$ cat config.mk
export PLATFORM = sky130hd
export DESIGN_NAME = mux_scan_sequencer
export DESIGN_NICKNAME = d
export VERILOG_FILES = /design/src/rtl/mux_scan_sequencer.sv
export SDC_FILE = /design/constraint.sdc
export NUM_CORES = 1
export LEC_CHECK = 0
export BUFFER_PORTS_ARGS = -buffer_cell sky130_fd_sc_hd__buf_2
export CORE_ASPECT_RATIO = 1.2
export CORE_MARGIN = 4
export CORE_UTILIZATION = 48
export DETAILED_ROUTE_END_ITERATION = 7
export GPL_TIMING_DRIVEN = 0
export PLACE_DENSITY = 0.76
export SLEW_MARGIN = 20
export SYNTH_ARGS = -nofsm -noshare
export SYNTH_HDL_FRONTEND = slang
export SYNTH_SLANG_ARGS = --single-unit
$ cat constraint.sdc
create_clock -name clk -period 1.6 [get_ports clk]
set_clock_uncertainty 0.05 [all_clocks]
set_input_delay 0.32 -clock clk [delete_from_list [all_inputs] [get_ports clk]]
set_output_delay 0.32 -clock clk [all_outputs]
set_load 0.05 [all_outputs]
$ cat src/rtl/mux_scan_sequencer.sv
// mux_scan_sequencer: steps an external 8:1 mux through channels 0..7, settles and samples each,
// checks the complementary data line, and hands the assembled byte out over valid/ready.
module mux_scan_sequencer #(
    parameter int SETTLE_CYC = 1
) (
    input  logic       clk,
    input  logic       rst_n,
    input  logic       start,
    output logic [2:0] sel,
    output logic       en_n,
    input  logic       mux_in,
    input  logic       mux_in_n,
    output logic [7:0] word,
    output logic       valid,
    input  logic       ready,
    output logic       busy,
    output logic       err
);
    typedef enum logic [1:0] {IDLE, SETTLE, SAMPLE, HOLD} state_t;
    state_t     r_state, w_next;
    logic [2:0] r_ch;
    logic [3:0] r_cnt;
    logic [7:0] r_shadow, r_word;
    logic       r_err;
    logic       w_settled, w_last;
    assign w_settled = r_cnt == 4'(SETTLE_CYC - 1);
    assign w_last    = r_ch == 3'd7;
    always_comb begin
        w_next = r_state;
        case (r_state)
            IDLE:    w_next = start ? SETTLE : IDLE;
            SETTLE:  w_next = w_settled ? SAMPLE : SETTLE;
            SAMPLE:  w_next = w_last ? HOLD : SETTLE;
            HOLD:    w_next = ready ? IDLE : HOLD;
            default: w_next = IDLE;
        endcase
    end
    always_ff @(posedge clk or negedge rst_n) begin
        if (!rst_n) r_state <= IDLE;
        else        r_state <= w_next;
    end
    // word is only ever written from a completed scan, so an aborted scan never leaks shadow bits
    always_ff @(posedge clk or negedge rst_n) begin
        if (!rst_n) begin
            r_ch     <= 3'd0;
            r_cnt    <= 4'd0;
            r_shadow <= 8'd0;
            r_word   <= 8'd0;
            r_err    <= 1'b0;
        end else begin
            case (r_state)
                IDLE: if (start) begin
                    r_ch  <= 3'd0;
                    r_cnt <= 4'd0;
                    r_err <= 1'b0;
                end
                SETTLE: r_cnt <= w_settled ? 4'd0 : r_cnt + 4'd1;
                SAMPLE: begin
                    r_shadow[r_ch] <= mux_in;
                    if (mux_in == mux_in_n) r_err <= 1'b1;
                    if (w_last) r_word <= {mux_in, r_shadow[6:0]};
                    else        r_ch   <= r_ch + 3'd1;
                end
                default: ;
            endcase
        end
    end
    assign sel   = (r_state == IDLE) ? 3'd0 : (r_state == HOLD) ? 3'd7 : r_ch;
    assign en_n  = (r_state == IDLE) || (r_state == HOLD);
    assign valid = r_state == HOLD;
    assign busy  = r_state != IDLE;
    assign word  = r_word;
    assign err   = r_err;
endmodule
==> results of run 1 <==
-- where the power goes --
group	switching (mW)	leakage, nW	internal [mW]
registers	0.110	0.331	0.745
clock network	0.184	0.0150	0.0976
logic	0.883	0.522	0.742
-- worst reg2reg max path, stage by stage (launching register included) --
cell and delay (ns):
dfrtp_2 0.47, inv_4 0.10, buf_6 0.10, ha_4 0.15, buf_8 0.13, nand2_4 0.05
nor3_2 0.20, mux2_4 0.32
-- layer usage --
metal  GRT usage [%]  wire, um  up-vias
met3           2.191       105        5
met4           6.383        38        0
met5               0         0        -
li1                -         -      480
met1           20.08      1239      480
met2           27.81      1498       28
-- flip-flops by register name (all words and copies together) (netlist names) --
register	flops
r_shadow	7
word	8
r_state	2
err	1
r_cnt	4
r_ch	3
-- timing repair --
action                                 CTS  global route
endpoints found under the hold margin   25             0
buffers inserted                         3             8
pin swaps                                9             6
hold buffers                             1             0
setup endpoints to repair               19            18
gates resized for setup                 34            37
gates cloned                             1             0
-- how the worst min path moves through the flow --
stage,end,depth (start not counted),startpoint
global route,r_state[0],3,start
floorplan,err,0,rst_n
detailed placement,r_shadow[5],1,rst_n
finish,r_state[0],3,start
CTS,r_state[0],3,start
global placement,r_shadow[5],1,rst_n
-- cell type report --
type                       instances  share of cell area [%]
multi-input combinational         81                   44.86
sequential                        25                   34.17
timing repair buffer              31                   13.82
tap                               33                   2.246
inverter                           8                   1.906
buffer                             4                   1.566
clock buffer                       4                   1.430
-- cell usage in the layout (no fill, tap or decap), types with 4 or more instances in the layout --
cell,instances
nor2_1,4
buf_8,4
nand2_1,7
inv_1,4
ha_4,4
dfrtp_1,23
buf_2,15
buf_4,7
mux2_2,8
nand3_1,4
mux2_4,7
buf_6,5
nor2_4,6
-- synth_stat cells --
master	instances
a21bo_2	1
a21oi_1	2
a22o_1	3
a31oi_1	1
a32o_1	1
a32oi_1	1
buf_2	1
buf_6	1
clkbuf_1	3
dfrtp_1	25
ha_1	9
inv_1	8
mux2_2	15
mux2i_1	1
nand2_1	9
nand2b_1	4
nand3_1	4
nand4b_1	2
nor2_1	10
nor2b_1	1
nor2b_4	1
nor3_1	2
nor3b_1	2
o21ai_0	5
o31ai_1	1
o41ai_1	1
or2_2	1
or2b_1	1
or4b_1	1
xnor2_1	1
-- stage by stage --
stage | setup WS, ns | std cells
floorplan | 0.02098 | 118
global placement | -0.06478 | 170
detailed placement | -0.1184 | 170
CTS | -0.1361 | 179
global route | -0.1803 | 186
finish | -0.1180 | 186
-- kinds of logic after synthesis --
kind of cell             count (synthesis)  share of synthesized area (%)
XOR/XNOR                                 1                         0.6745
multiplexers                            16                          13.78
adder cells (fa/ha/maj)                  9                          8.671
AND/OR/NAND/NOR                         38                          15.61
flip-flops                              25                          48.17
buffers and inverters                   13                          4.431
AO/OA/AOI/OAI                           16                          8.671
==> Flow_metrics.wiki, run 1 <==
{| class="wikitable"
! Metric !! Value
|-
| Clock insertion delay at the later pin of the skew report || 0.32 ns
|-
| Vertical die dimension || 64.98 um
|-
| Post-route cell area || 1838 um^2
|-
| Num rows || 20
|-
| Max stage delay cell, worst path || dfrtp_1
|-
| Sequential share of the synthesized area || 48.17%
|-
| Highest fanout seen on the critical path || 6
|-
| Number of maximum-capacitance constraint violations || 0
|-
| Average footprint of a synthesized cell || 11.01 um^2
|-
| CP endpoint || sel[1]
|-
| Effective utilization at floorplan || 50.88%
|-
| Startpoint of the worst-slack reg-to-reg timing path || r_state[0]
|-
| Nets in the synthesized netlist || 133
|-
| Wire per inst || 15.49 um
|-
| Maximum number of pins on one net before global-route repair || 26
|-
| Register area || 628.1 um^2
|-
| Routability congestion estimate from global placement || 0.8637
|-
| Number of DRC markers after the initial detailed-route iteration || 15
|-
| Register-to-register path setup slack || -0.07 ns
|-
| H-Tree Depth || 1
|-
| Routed vias/inst || 5.339
|-
| Kind of critical path || flip-flop to primary output
|-
| Endpoint type of the worst setup path || primary output
|-
| Worst-path clk slew || 0.13 ns
|-
| Synthesized instance count || 118
|-
| Die Footprint || 3605 um^2
|-
| Cell variety after synth || 30
|-
| Final Worst Setup Slack || -0.1180 ns
|-
| Number of setup violations in the final report || 15
|-
| Hpwl dp || 1.780 mm
|-
| Ordered cell list for the critical path || inv_2 -> ha_4 -> nor2_4 -> buf_8
|-
| RSZ-0062 raised after global routing || yes
|-
| Required time at the worst-slack endpoint || 1.23 ns
|-
| Clock buffer count from CTS || 3
|-
| Post-route minimum period || 1.718 ns
|-
| Number of synthesis warnings || 0
|-
| Delay of the slowest cell on the worst path || 0.45 ns
|-
| Slew margin rel. || 63.63%
|-
| Library cell with the largest summed area after synthesis || dfrtp_1
|-
| Deepest clock path buffer count || 2
|-
| Max IR drop VDD || 1158 uV
|-
| Number of global-route vias before repair || 1,019
|-
| Synth Register Bits || 25
|-
| Outcome || complete, but fails checks
|-
| Post-route DRC violation count || 0
|-
| Number of cells on the critical path || 4
|-
| Final Core Density || 72.01%
|-
| Clock tree from TritonCTS || done
|-
| Capture point of the worst reg-to-reg path || r_shadow[2]
|-
| Post-synth top area share || 48.17%
|-
| Top cell family by delay on the critical path || flip-flops
|-
| Area added between synthesis and finish || 41.52%
|-
| Smallest hold slack || 0.2460 ns
|-
| Number of cells on the worst reg-to-reg path || 7
|-
| DRT Wirelength || 2.881 mm
|-
| P_leak || 0.8680 nW
|-
| Critical path buffer and inverter count || 2
|-
| Global routing usage summed across all routing layers || 16.05%
|-
| Total placed instance area || 1463 um^2
|-
| Failing checks || setup timing
|-
| Residual overflow from global routing || 0
|-
| Design Power || 2.762 mW
|-
| Final-layout setup total negative slack || -0.7378 ns
|-
| Classification of the worst-slack hold path || input pin to flip-flop
|-
| Data arrival time of the critical path || 1.35 ns
|-
| First-pass iteration count of the detailed router || 4
|-
| Final count of pins violating max slew || 0
|-
| Clock root buffer || clkbuf_4
|-
| Final Hold Viols || 0
|-
| Initial antenna violation count || 0
|-
| Vias post-DR || 993
|-
| Actual transition at the worst max-transition pin || 0.5456 ns
|-
| NumNets Final || 169
|-
| TritonCTS sink count || 25
|-
| Fill count || 192
|-
| Share of cells above drive strength 1 || 54.90%
|-
| Max Fclk || 582.1 MHz
|-
| Pwr/cell area || 1502 nW/um^2
|-
| Top-level port count || 21
|-
| Crit. Startpoint || r_state[1]
|-
| First-pass GRT wire length || 4.623 mm
|-
| Ranking of synthesized cells by area || dfrtp_1 48%, mux2_2 13%, ha_1 8.7%, nor2_1 2.9%, nand2_1 2.6%
|-
| Multi-input combinational cell area || 824.5 um^2
|-
| Chip width || 55.49 um
|-
| Buffers on Ports || 19
|-
| Placeable Area || 2552 um^2
|-
| Setup crit start kind || flip-flop
|-
| Final period utilization || 107.4%
|-
| Total standard cell area after synthesis || 1299 um^2
|-
| Number of antenna-violating nets in the routed design || 0
|-
| Diode count || 0
|}
(Power assumes the default switching activity.)
==> run 2: changes to the inputs <==
--- a/config.mk
+++ b/config.mk
@@ -10,7 +10,6 @@
 export CORE_MARGIN = 4
 export CORE_UTILIZATION = 48
 export DETAILED_ROUTE_END_ITERATION = 7
-export GPL_TIMING_DRIVEN = 0
 export PLACE_DENSITY = 0.76
 export SLEW_MARGIN = 20
 export SYNTH_ARGS = -nofsm -noshare
==> constraint.sdc (replaced) <==
create_clock -name clk -period 1.49 [get_ports clk]
set_clock_uncertainty 0.05 [all_clocks]
set_input_delay 0.298 -clock clk [delete_from_list [all_inputs] [get_ports clk]]
set_output_delay 0.298 -clock clk [all_outputs]
set_load 0.05 [all_outputs]
==> run 2 against run 1 <==
Critical path depth rose by 1. Sequential power grew 7.6%. Clock-buffer cell count unchanged. Non-clock buffer count up 9. Flip-flop and latch count stayed put. First-iteration DRC count is 140% higher. Register-to-register slack worse by 0.16 ns. The flow still finishes with violations (setup timing). Cell count is 4.8% higher. Critical endpoint is now sel[2]. Via count up 10%. Global-route usage grew 2.8 points. Largest power group unchanged. Cell area is 11% higher.
==> Flow_metrics.wiki, run 2 (synthesis gave the netlist of run 1 again) <==
{| class="wikitable"
! Metric !! Value
|-
| Final Worst Setup Slack || -0.2791 ns (was -0.1180 ns)
|-
| Number of DRC markers after the initial detailed-route iteration || 36 (was 15)
|-
| Pwr/cell area || 1669 nW/um^2 (was 1502 nW/um^2)
|-
| Residual overflow from global routing || 0 (unchanged)
|-
| Clock insertion delay at the later pin of the skew report || 0.32 ns (about the same)
|-
| Worst-path clk slew || 0.14 ns (was 0.13 ns)
|-
| Placeable Area || 2552 um^2 (unchanged)
|-
| Number of antenna-violating nets in the routed design || 0 (unchanged)
|-
| Max IR drop VDD || 1153 uV (was 1158 uV)
|-
| Num rows || 20 (unchanged)
|-
| Maximum number of pins on one net before global-route repair || 26 (unchanged)
|-
| Endpoint type of the worst setup path || primary output (unchanged)
|-
| Top-level port count || 21 (unchanged)
|-
| Final Core Density || 79.75% (was 72.01%)
|-
| Wire per inst || 17.30 um (was 15.49 um)
|-
| Flip-flop count of the largest register, all copies and words added || 8 (unchanged)
|-
| Vertical die dimension || 64.98 um (unchanged)
|-
| Highest fanout seen on the critical path || 4 (was 6)
|-
| Required time at the worst-slack endpoint || 1.14 ns (was 1.23 ns)
|-
| Fill count || 153 (was 192)
|-
| Final period utilization || 118.7%
|-
| Routability congestion estimate from global placement || 0.8521 (was 0.8637)
|-
| Most common cell after layout, fill and taps aside || dfrtp_1 (unchanged)
|-
| Global routing usage summed across all routing layers || 18.81% (was 16.05%)
|-
| Vias post-DR || 1,094 (was 993)
|-
| Post-route DRC violation count || 0 (unchanged)
|-
| H-Tree Depth || 1 (unchanged)
|-
| Multi-input combinational cell area || 938.4 um^2 (was 824.5 um^2)
|-
| First-pass GRT wire length || 5.319 mm (was 4.623 mm)
|-
| Number of maximum-capacitance constraint violations || 0 (unchanged)
|-
| Clock root buffer || clkbuf_4 (unchanged)
|-
| Setup WS pre-CTS || -0.09237 ns (was -0.1184 ns)
|-
| Share of cells above drive strength 1 || 61.11% (was 54.90%)
|-
| Die Footprint || 3605 um^2 (unchanged)
|-
| Number of global-route vias before repair || 1,168 (was 1,019)
|-
| Data arrival time of the critical path || 1.42 ns (was 1.35 ns)
|-
| TritonCTS sink count || 25 (unchanged)
|-
| P_leak || 0.9580 nW (was 0.8680 nW)
|-
| Design Power || 3.397 mW (was 2.762 mW)
|-
| Setup crit start kind || flip-flop (unchanged)
|-
| Actual transition at the worst max-transition pin || 0.5812 ns (was 0.5456 ns)
|-
| Post-route minimum period || 1.769 ns
|-
| Hpwl dp || 1.902 mm (was 1.780 mm)
|-
| Smallest hold slack || 0.2170 ns (was 0.2460 ns)
|-
| Initial antenna violation count || 0 (unchanged)
|-
| Deepest clock path buffer count || 2 (unchanged)
|-
| DRT Wirelength || 3.373 mm (was 2.881 mm)
|-
| Clock buffer count from CTS || 3 (unchanged)
|-
| First-pass iteration count of the detailed router || 4 (unchanged)
|-
| Effective utilization at floorplan || 50.88% (unchanged)
|-
| Final count of pins violating max slew || 0 (unchanged)
|-
| Clock tree from TritonCTS || done (unchanged)
|-
| Diode count || 0 (unchanged)
|-
| Final Hold Viols || 0 (unchanged)
|-
| Buffers on Ports || 20 (was 19)
|-
| Number of setup violations in the final report || 31 (was 15)
|-
| Highest-count cells in the layout ignoring fill and taps || 25 x dfrtp_1, 15 x buf_4, 14 x buf_2 (was 23 x dfrtp_1, 15 x buf_2, 8 x mux2_2)
|-
| Routed vias/inst || 5.610 (was 5.339)
|-
| Kind of critical path || flip-flop to primary output (unchanged)
|-
| Slew margin rel. || 61.25% (was 63.63%)
|-
| NumNets Final || 178 (was 169)
|-
| Max Fclk || 565.3 MHz
|-
| Outcome || complete, but fails checks (unchanged)
|-
| Failing checks || setup timing (unchanged)
|-
| Area added between synthesis and finish || 56.74% (was 41.52%)
|-
| RSZ-0062 raised after global routing || yes (unchanged)
|-
| Register area || 625.6 um^2 (was 628.1 um^2)
|-
| Classification of the worst-slack hold path || input pin to flip-flop (unchanged)
|-
| Chip width || 55.49 um (unchanged)
|}
run 2: cell count changes in the layout (fill, tap and decap cells not counted), moves of 2 or more:
cell	delta
o21ai_2	+2
mux2_2	-6
dfrtp_2	-2
nor2_1	-2
buf_4	+8
mux2_4	+6
dfrtp_1	+2
ha_4	+2
nor2_4	+2
buf_6	+4
inv_4	-2
run 2: critical path, stage by stage (launching register included):
cell and delay [ns]:
dfrtp_1 0.44, inv_2 0.10, ha_4 0.18, buf_12 0.13, nor2_4 0.09, buf_8 0.15
run 2: final timing paths:
check                      cells past startpoint  slack [ns]     endpoint        from
min in group asynchronous                      2        0.44      word[3]       rst_n
setup / recovery                               5       -0.28       sel[2]  r_state[1]
hold reg to reg                                1        0.47      word[6]     word[6]
setup reg to reg                               7       -0.23  r_shadow[1]  r_state[0]
max in group asynchronous                      2        0.57      r_ch[2]       rst_n
hold / removal                                 3        0.22   r_state[0]       start
run 2: what timing repair did:
item,CTS,global route
gates cloned,1,0
setup buffers,7,6
hold endpoints to repair,25,0
pin swaps,12,7
endpoints found under the setup margin,22,30
hold buffers,1,0
resized for setup,49,32
run 2: routing by layer:
layer  vias to the layer above  wire (um)  track usage (%)
met5                         -          0                0
met4                         0         18            8.511
met3                         2        124            2.590
met2                        34       1812            34.62
met1                       557       1417            21.39
li1                        501          -                -
run 2: power breakdown:
part	internal [mW]	total (mW)	switching [mW]
Sequential	0.797	0.920	0.123
Combinational	1.04	2.17	1.13
Clock	0.105	0.308	0.203
Total	1.94	3.40	1.46
run 2: metrics by stage:
stage,TNS [ns],area [um^2],cells
after floorplan,-0.05979,1356,118
after global placement,-0.04045,1555,177
after detailed placement,-0.4240,1555,177
after CTS,-1.723,1873,190
after global routing,-5.953,2036,195
final,-4.566,2036,195
run 2: final cells by class:
class,count,share of cell area (%)
multi-input cells,81,46.10
flip-flops and latches,25,30.73
repair buffers,44,18.38
well taps,33,2.028
inverters,8,1.475
clock buffers,4,1.291
